`config.mk`:
```
export PLATFORM = sky130hd
export DESIGN_NAME = ntt_addr_gen
export DESIGN_NICKNAME = d
export VERILOG_FILES = /design/src/rtl/ntt_pkg.sv /design/src/rtl/wb_delay.sv /design/src/rtl/ntt_addr_gen.sv
export SDC_FILE = /design/constraint.sdc
export NUM_CORES = 1
export LEC_CHECK = 0
export ABC_AREA = 1
export CELL_PAD_IN_SITES_DETAIL_PLACEMENT = 1
export CELL_PAD_IN_SITES_GLOBAL_PLACEMENT = 1
export CORE_UTILIZATION = 47
export DETAILED_ROUTE_END_ITERATION = 10
export PLACE_DENSITY = 0.91
export SLEW_MARGIN = 0
export SYNTH_ARGS = -nofsm -noshare
export SYNTH_HDL_FRONTEND = slang
export SYNTH_SLANG_ARGS = --single-unit
```
`constraint.sdc`:
```
create_clock -name clk -period 8.6 [get_ports clk]
set_input_delay 2.58 -clock clk [delete_from_list [all_inputs] [get_ports clk]]
set_output_delay 2.58 -clock clk [all_outputs]
set_load 0.01 [all_outputs]
```
`src/rtl/ntt_pkg.sv`:
```
// Shared constants and FSM state type for the NTT address generator.
package ntt_pkg;

  localparam int NW_K = 128;
  localparam int NW_D = 256;
  localparam int L_K  = 7;
  localparam int L_D  = 8;

  typedef enum logic [1:0] {
    IDLE  = 2'd0,
    ISSUE = 2'd1,
    DRAIN = 2'd2,
    DONE  = 2'd3
  } state_t;

endpackage

```
`src/rtl/wb_delay.sv`:
```
// Fixed-depth register delay line that aligns bank writes with their reads.
module wb_delay #(
  parameter int W     = 17,
  parameter int DEPTH = 6
) (
  input  logic         clk,
  input  logic         rst,
  input  logic [W-1:0] din,
  output logic [W-1:0] dout
);

  logic [W-1:0] pipe [DEPTH];

  // Shift register; reset wipes every stage so no stale write survives.
  always_ff @(posedge clk or posedge rst) begin
    if (rst) begin
      for (int i = 0; i < DEPTH; i++) pipe[i] <= '0;
    end else begin
      pipe[0] <= din;
      for (int i = 1; i < DEPTH; i++) pipe[i] <= pipe[i-1];
    end
  end

  assign dout = pipe[DEPTH-1];

endmodule

```
`src/rtl/ntt_addr_gen.sv`:
```
// Address / twiddle sequencer for an in-place NTT over a dual-operand bank.
// Handshake: start is a one-cycle request sampled only in IDLE; rd_en marks
// one butterfly pair per cycle and wr_en marks the matching writeback
// exactly WB_LAT cycles later. There is no backpressure.
module ntt_addr_gen
  import ntt_pkg::*;
#(
  parameter int WB_LAT = 6
) (
  input  logic       clk,
  input  logic       rst,
  input  logic       start,
  input  logic       KD_mode,
  input  logic       inv,
  output logic       busy,
  output logic       done,
  output logic       rd_en,
  output logic [7:0] rd_addr_a,
  output logic [7:0] rd_addr_b,
  output logic [8:0] tw_addr,
  output logic       wr_en,
  output logic [7:0] wr_addr_a,
  output logic [7:0] wr_addr_b,
  output logic       pe_KD_mode,
  output logic       pe_sel_1,
  output logic [3:0] stage,
  output state_t     dbg_state
);

  localparam logic [3:0] DRAIN_LAST = 4'(WB_LAT - 1);

  state_t     state_q, state_n;
  logic [6:0] pair_q, pair_n;
  logic [3:0] drain_q, drain_n;
  logic [3:0] stage_n;
  logic       kd_n, inv_n;
  logic [6:0] last_pair;
  logic [3:0] last_stage;

  logic [2:0] top_s, lg, tw_sh;
  logic [7:0] pair8, len, grp, jj, addr_a, addr_b, tw_lo;
  logic       issue_n;
  logic [16:0] wb_out;

  assign last_pair  = pe_KD_mode ? 7'd127 : 7'd63;
  assign last_stage = pe_KD_mode ? 4'd7 : 4'd6;
  assign dbg_state  = state_q;

  // Next-state logic; the registered outputs are built from the next values
  // so every output lines up with the state it belongs to.
  always_comb begin
    state_n = state_q;
    pair_n  = pair_q;
    drain_n = drain_q;
    stage_n = stage;
    kd_n    = pe_KD_mode;
    inv_n   = pe_sel_1;
    unique case (state_q)
      IDLE: begin
        if (start) begin
          kd_n    = KD_mode;
          inv_n   = inv;
          stage_n = 4'd0;
          pair_n  = 7'd0;
          state_n = ISSUE;
        end
      end
      ISSUE: begin
        if (pair_q == last_pair) begin
          pair_n  = 7'd0;
          drain_n = 4'd0;
          state_n = DRAIN;
        end else begin
          pair_n = pair_q + 7'd1;
        end
      end
      DRAIN: begin
        if (drain_q == DRAIN_LAST) begin
          drain_n = 4'd0;
          if (stage == last_stage) begin
            state_n = DONE;
          end else begin
            stage_n = stage + 4'd1;
            pair_n  = 7'd0;
            state_n = ISSUE;
          end
        end else begin
          drain_n = drain_q + 4'd1;
        end
      end
      DONE: begin
        stage_n = 4'd0;
        state_n = IDLE;
      end
      default: state_n = IDLE;
    endcase
  end

  // Butterfly addressing with shifts/masks: len = 2^lg, g = p >> lg,
  // j = p & (len-1), a = g*2*len + j, b = a + len (bit lg of a is clear).
  always_comb begin
    top_s   = kd_n ? 3'd7 : 3'd6;
    lg      = inv_n ? stage_n[2:0] : top_s - stage_n[2:0];
    tw_sh   = inv_n ? top_s - stage_n[2:0] : stage_n[2:0];
    pair8   = {1'b0, pair_n};
    len     = 8'd1 << lg;
    grp     = pair8 >> lg;
    jj      = pair8 & (len - 8'd1);
    addr_a  = (grp << ({1'b0, lg} + 4'd1)) | jj;
    addr_b  = addr_a | len;
    tw_lo   = (8'd1 << tw_sh) | grp;
    issue_n = (state_n == ISSUE);
  end

  // FSM state and iteration counters.
  always_ff @(posedge clk or posedge rst) begin
    if (rst) begin
      state_q    <= IDLE;
      pair_q     <= 7'd0;
      drain_q    <= 4'd0;
      stage      <= 4'd0;
      pe_KD_mode <= 1'b0;
      pe_sel_1   <= 1'b0;
    end else begin
      state_q    <= state_n;
      pair_q     <= pair_n;
      drain_q    <= drain_n;
      stage      <= stage_n;
      pe_KD_mode <= kd_n;
      pe_sel_1   <= inv_n;
    end
  end

  // Registered read-side outputs, forced to zero outside ISSUE.
  always_ff @(posedge clk or posedge rst) begin
    if (rst) begin
      busy      <= 1'b0;
      done      <= 1'b0;
      rd_en     <= 1'b0;
      rd_addr_a <= 8'd0;
      rd_addr_b <= 8'd0;
      tw_addr   <= 9'd0;
    end else begin
      busy      <= (state_n == ISSUE) || (state_n == DRAIN);
      done      <= (state_n == DONE);
      rd_en     <= issue_n;
      rd_addr_a <= issue_n ? addr_a : 8'd0;
      rd_addr_b <= issue_n ? addr_b : 8'd0;
      tw_addr   <= issue_n ? {inv_n, tw_lo} : 9'd0;
    end
  end

  wb_delay #(.W(17), .DEPTH(WB_LAT)) u_wb_delay (
    .clk  (clk),
    .rst  (rst),
    .din  ({rd_en, rd_addr_a, rd_addr_b}),
    .dout (wb_out)
  );

  assign wr_en     = wb_out[16];
  assign wr_addr_a = wb_out[15:8];
  assign wr_addr_b = wb_out[7:0];

endmodule
```
==> qor.yml <==
sta:
  tightest_slew_ns: 1.03
  relSlewSlack_pct: 31.5
  rsz0062_at_grt: "false"
  finalHoldViolCount: 0
  drv_slew: 0
  postLayoutSetupSlackWorst_ns: 2.63
  fin_crit_ns: 5.97
  fmax_mhz: 167
  period_share_pct: 69.5
  fin_tns_setup_ns: 0
  clock_skew_ns: 0.00825
  setup_viol: 0
pwr:
  peakVddDrop_mv: 0.227
  cellLeakagePower_nw: 3.23
  p_per_area_nw_per_um2: 214
clock_network:
  clkSinkCount: 149
  clk_latency_ns: 0.43
  cts_resized: 0
  ctsHoldBuffers: 0
  cts_buffers: 17
  cts_max_level: 4
  cts_tree: "yes"
  clkTransAtPathRegs_ns: 0.06
  post_cts.repair.setup_buffers: 0
  cts_buffer_depth: 2
  root_buffer: "clkbuf_16"
logic_synthesis:
  ys_ff_latch: 149
  yosysSeqAreaShare_pct: 66.9
  synth.avg_cell_area_um2: 10.9
  netlist_instances: 509
  synth_nets: 529
  synth_area_um2: 5570
  yosys_warnings: 0
  yosysUniqueCellTypes: 35
status:
  outcome: "finished clean"
final_layout:
  layout-drive-gt1-share_pct: 9.71
  final_nets: 584
  syn2layout_area_growth_pct: 21.2
  multi_input_area_um2: 1490
  final_common_cell: "dfrtp_1"
  regArea_um2: 3730
  antenna_cells: 0
  final_cell_mix: "149 x dfrtp_1, 121 x nand2_1, 66 x nand3_1"
  fillers: 1207
route:
  vias: 3854
  drc: 0
  wl_per_cell_um: 19.4
  drt_iter0_drc: 232
  first_pass_iters: 4
  antenna_left: 0
  via_per_inst: 5.35
  wl_mm: 14.0
critical_path:
  r2r_setup_slack_ns: 4.33
  critPathArrivalTime_ns: 6.33
  r2r_cells: 23
  timing.rr.start: "drain_q[1]$_DFFE_PP0P_"
  start_kind: "input port"
  worstSetupEndpoint: "rd_addr_b[4]$_DFF_PP0_"
  worstSetupEndpointType: "flip-flop"
  worstSetupStartpoint: "start"
  crit_type: "in -> reg"
  worst-path-max-fanout: 10
  r2r_end: "rd_addr_b[4]$_DFF_PP0_"
  cp.required_ns: 8.96
floorplan:
  die_h_um: 111
  io_pins: 58
  die_area_um2: 12300
  coreArea_um2: 11500
  rows: 39
  die_w_um: 111
  start_util_pct: 48.6
placed_design:
  place_ws_ns: 2.42
  post-dp-hpwl_mm: 8.82
  routabilityCongestion: 0.868
  io_buffer_count: 57
global_routing:
  grtUsageTotal_pct: 25.0
  grt_first_pass_wirelength_mm: 23.2
  grt_max_degree: 89
  grt_pass1_vias: 4333
  antenna_found_initial: 0
  overflow: 0
min_path:
  hold_path.class: "reg -> reg"
flow_run:
  cap_viol_max_count: 0
[how the worst min path moves through the flow]
stage                                       start                            end  depth (start not counted)
floorplan           u_wb_delay.pipe[17]$_DFF_PP0_   u_wb_delay.dout[0]$_DFF_PP0_                          0
global placement    u_wb_delay.pipe[21]$_DFF_PP0_   u_wb_delay.dout[4]$_DFF_PP0_                          0
detailed placement  u_wb_delay.pipe[44]$_DFF_PP0_  u_wb_delay.pipe[27]$_DFF_PP0_                          0
CTS                 u_wb_delay.pipe[64]$_DFF_PP0_  u_wb_delay.pipe[47]$_DFF_PP0_                          0
global route        u_wb_delay.pipe[72]$_DFF_PP0_  u_wb_delay.pipe[55]$_DFF_PP0_                          0
finish              u_wb_delay.pipe[66]$_DFF_PP0_  u_wb_delay.pipe[49]$_DFF_PP0_                          0
[stage by stage]
step / instances / hold slack, ns / cell area [µm²] / power [mW] / utilization [%]
6_report: 720 / 0.348 / 6760 / 1.44 / 58.9
3_3_place_gp: 688 / 0.331 / 6180 / 0.729 / 53.9
3_5_place_dp: 688 / 0.337 / 6180 / 0.730 / 53.9
2_1_floorplan: 509 / 0.331 / 5570 / 0.724 / -
5_1_grt: 720 / 0.358 / 6760 / 1.49 / 58.9
4_1_cts: 720 / 0.347 / 6760 / 1.45 / 58.9
[layout make-up]
type                            count  area share (%)
Tap cell                          143            2.65
Multi-Input combinational cell    286            22.0
Clock inverter                      9            1.35
Timing Repair Buffer               58            8.56
Sequential cell                   149            55.2
Clock buffer                       23            7.22
Inverter                           52            3.00
[cells in the mapped netlist, drive strengths merged]
| cell | instances | share of area (%) |
|---|---|---|
| a21oi | 8 | 0.72 |
| o211ai | 1 | 0.13 |
| nor2 | 23 | 1.9 |
| xnor2 | 3 | 0.47 |
| o21ai | 19 | 1.9 |
| nand4 | 4 | 0.45 |
| inv | 52 | 3.5 |
| dfrtp | 149 | 67 |
| o22ai | 4 | 0.45 |
| o2111ai | 1 | 0.16 |
| o21bai | 1 | 0.13 |
| xor2 | 2 | 0.31 |
| nand3b | 3 | 0.40 |
| a21boi | 2 | 0.34 |
| buf | 20 | 2.7 |
| a31oi | 1 | 0.11 |
| ha | 15 | 3.4 |
| or2 | 1 | 0.11 |
| nand3 | 70 | 6.8 |
| nand2 | 127 | 8.9 |
| clkbuf | 2 | 0.13 |
| nor3 | 1 | 0.090 |
[per-layer routing]
metal,vias to the layer above,GRT usage (%),part of all wire [%]
met1,1980,28.6,40
met2,117,43.3,52
met3,39,6.23,4.0
met5,-,0,0
li1,1718,-,-
met4,0,12.9,3.6
[flip-flops by register name, indices dropped and copies added, names as in the netlist]
register	flops
pe_sel_1	1
drain_q	4
pair_q	7
done	1
u_wb_delay.dout	17
u_wb_delay.pipe	85
tw_addr	9
rd_en	1
busy	1
stage	4
pe_KD_mode	1
rd_addr_a	8
dbg_state	2
rd_addr_b	8
[power breakdown]
group | internal (mW) | switching, mW
combinational | 0.00204 | 0.0134
sequential | 0.701 | 0
clock | 0.432 | 0.295
[cells by family after synthesis]
kind of cell    after synthesis  synth area share, %
xor+xnor                      5                0.786
fa+ha+maj                    15                 3.37
flops                       149                 66.9
compound gates               37                 3.95
buf+inv                      74                 6.38
simple gates                229                 18.6
[worst max-delay path, cell delays in order]
cell and delay, ns:
clkdlybuf4s50_1 0.52, a21oi_1 0.13, inv_1 0.09, nand4_1 0.22, nand2_1 0.18, inv_1 0.08, ha_1 0.18, ha_1 0.29
nand2_1 0.07, nand2_1 0.30, ha_1 0.29, inv_1 0.08, nor2_1 0.19, inv_1 0.13, ha_1 0.22, nand2_1 0.16
nor2_1 0.10, nand2_1 0.11, nand3_1 0.10, nand2_1 0.09, nand2_1 0.07, nand2_1 0.13
(Power assumes the default switching activity.)
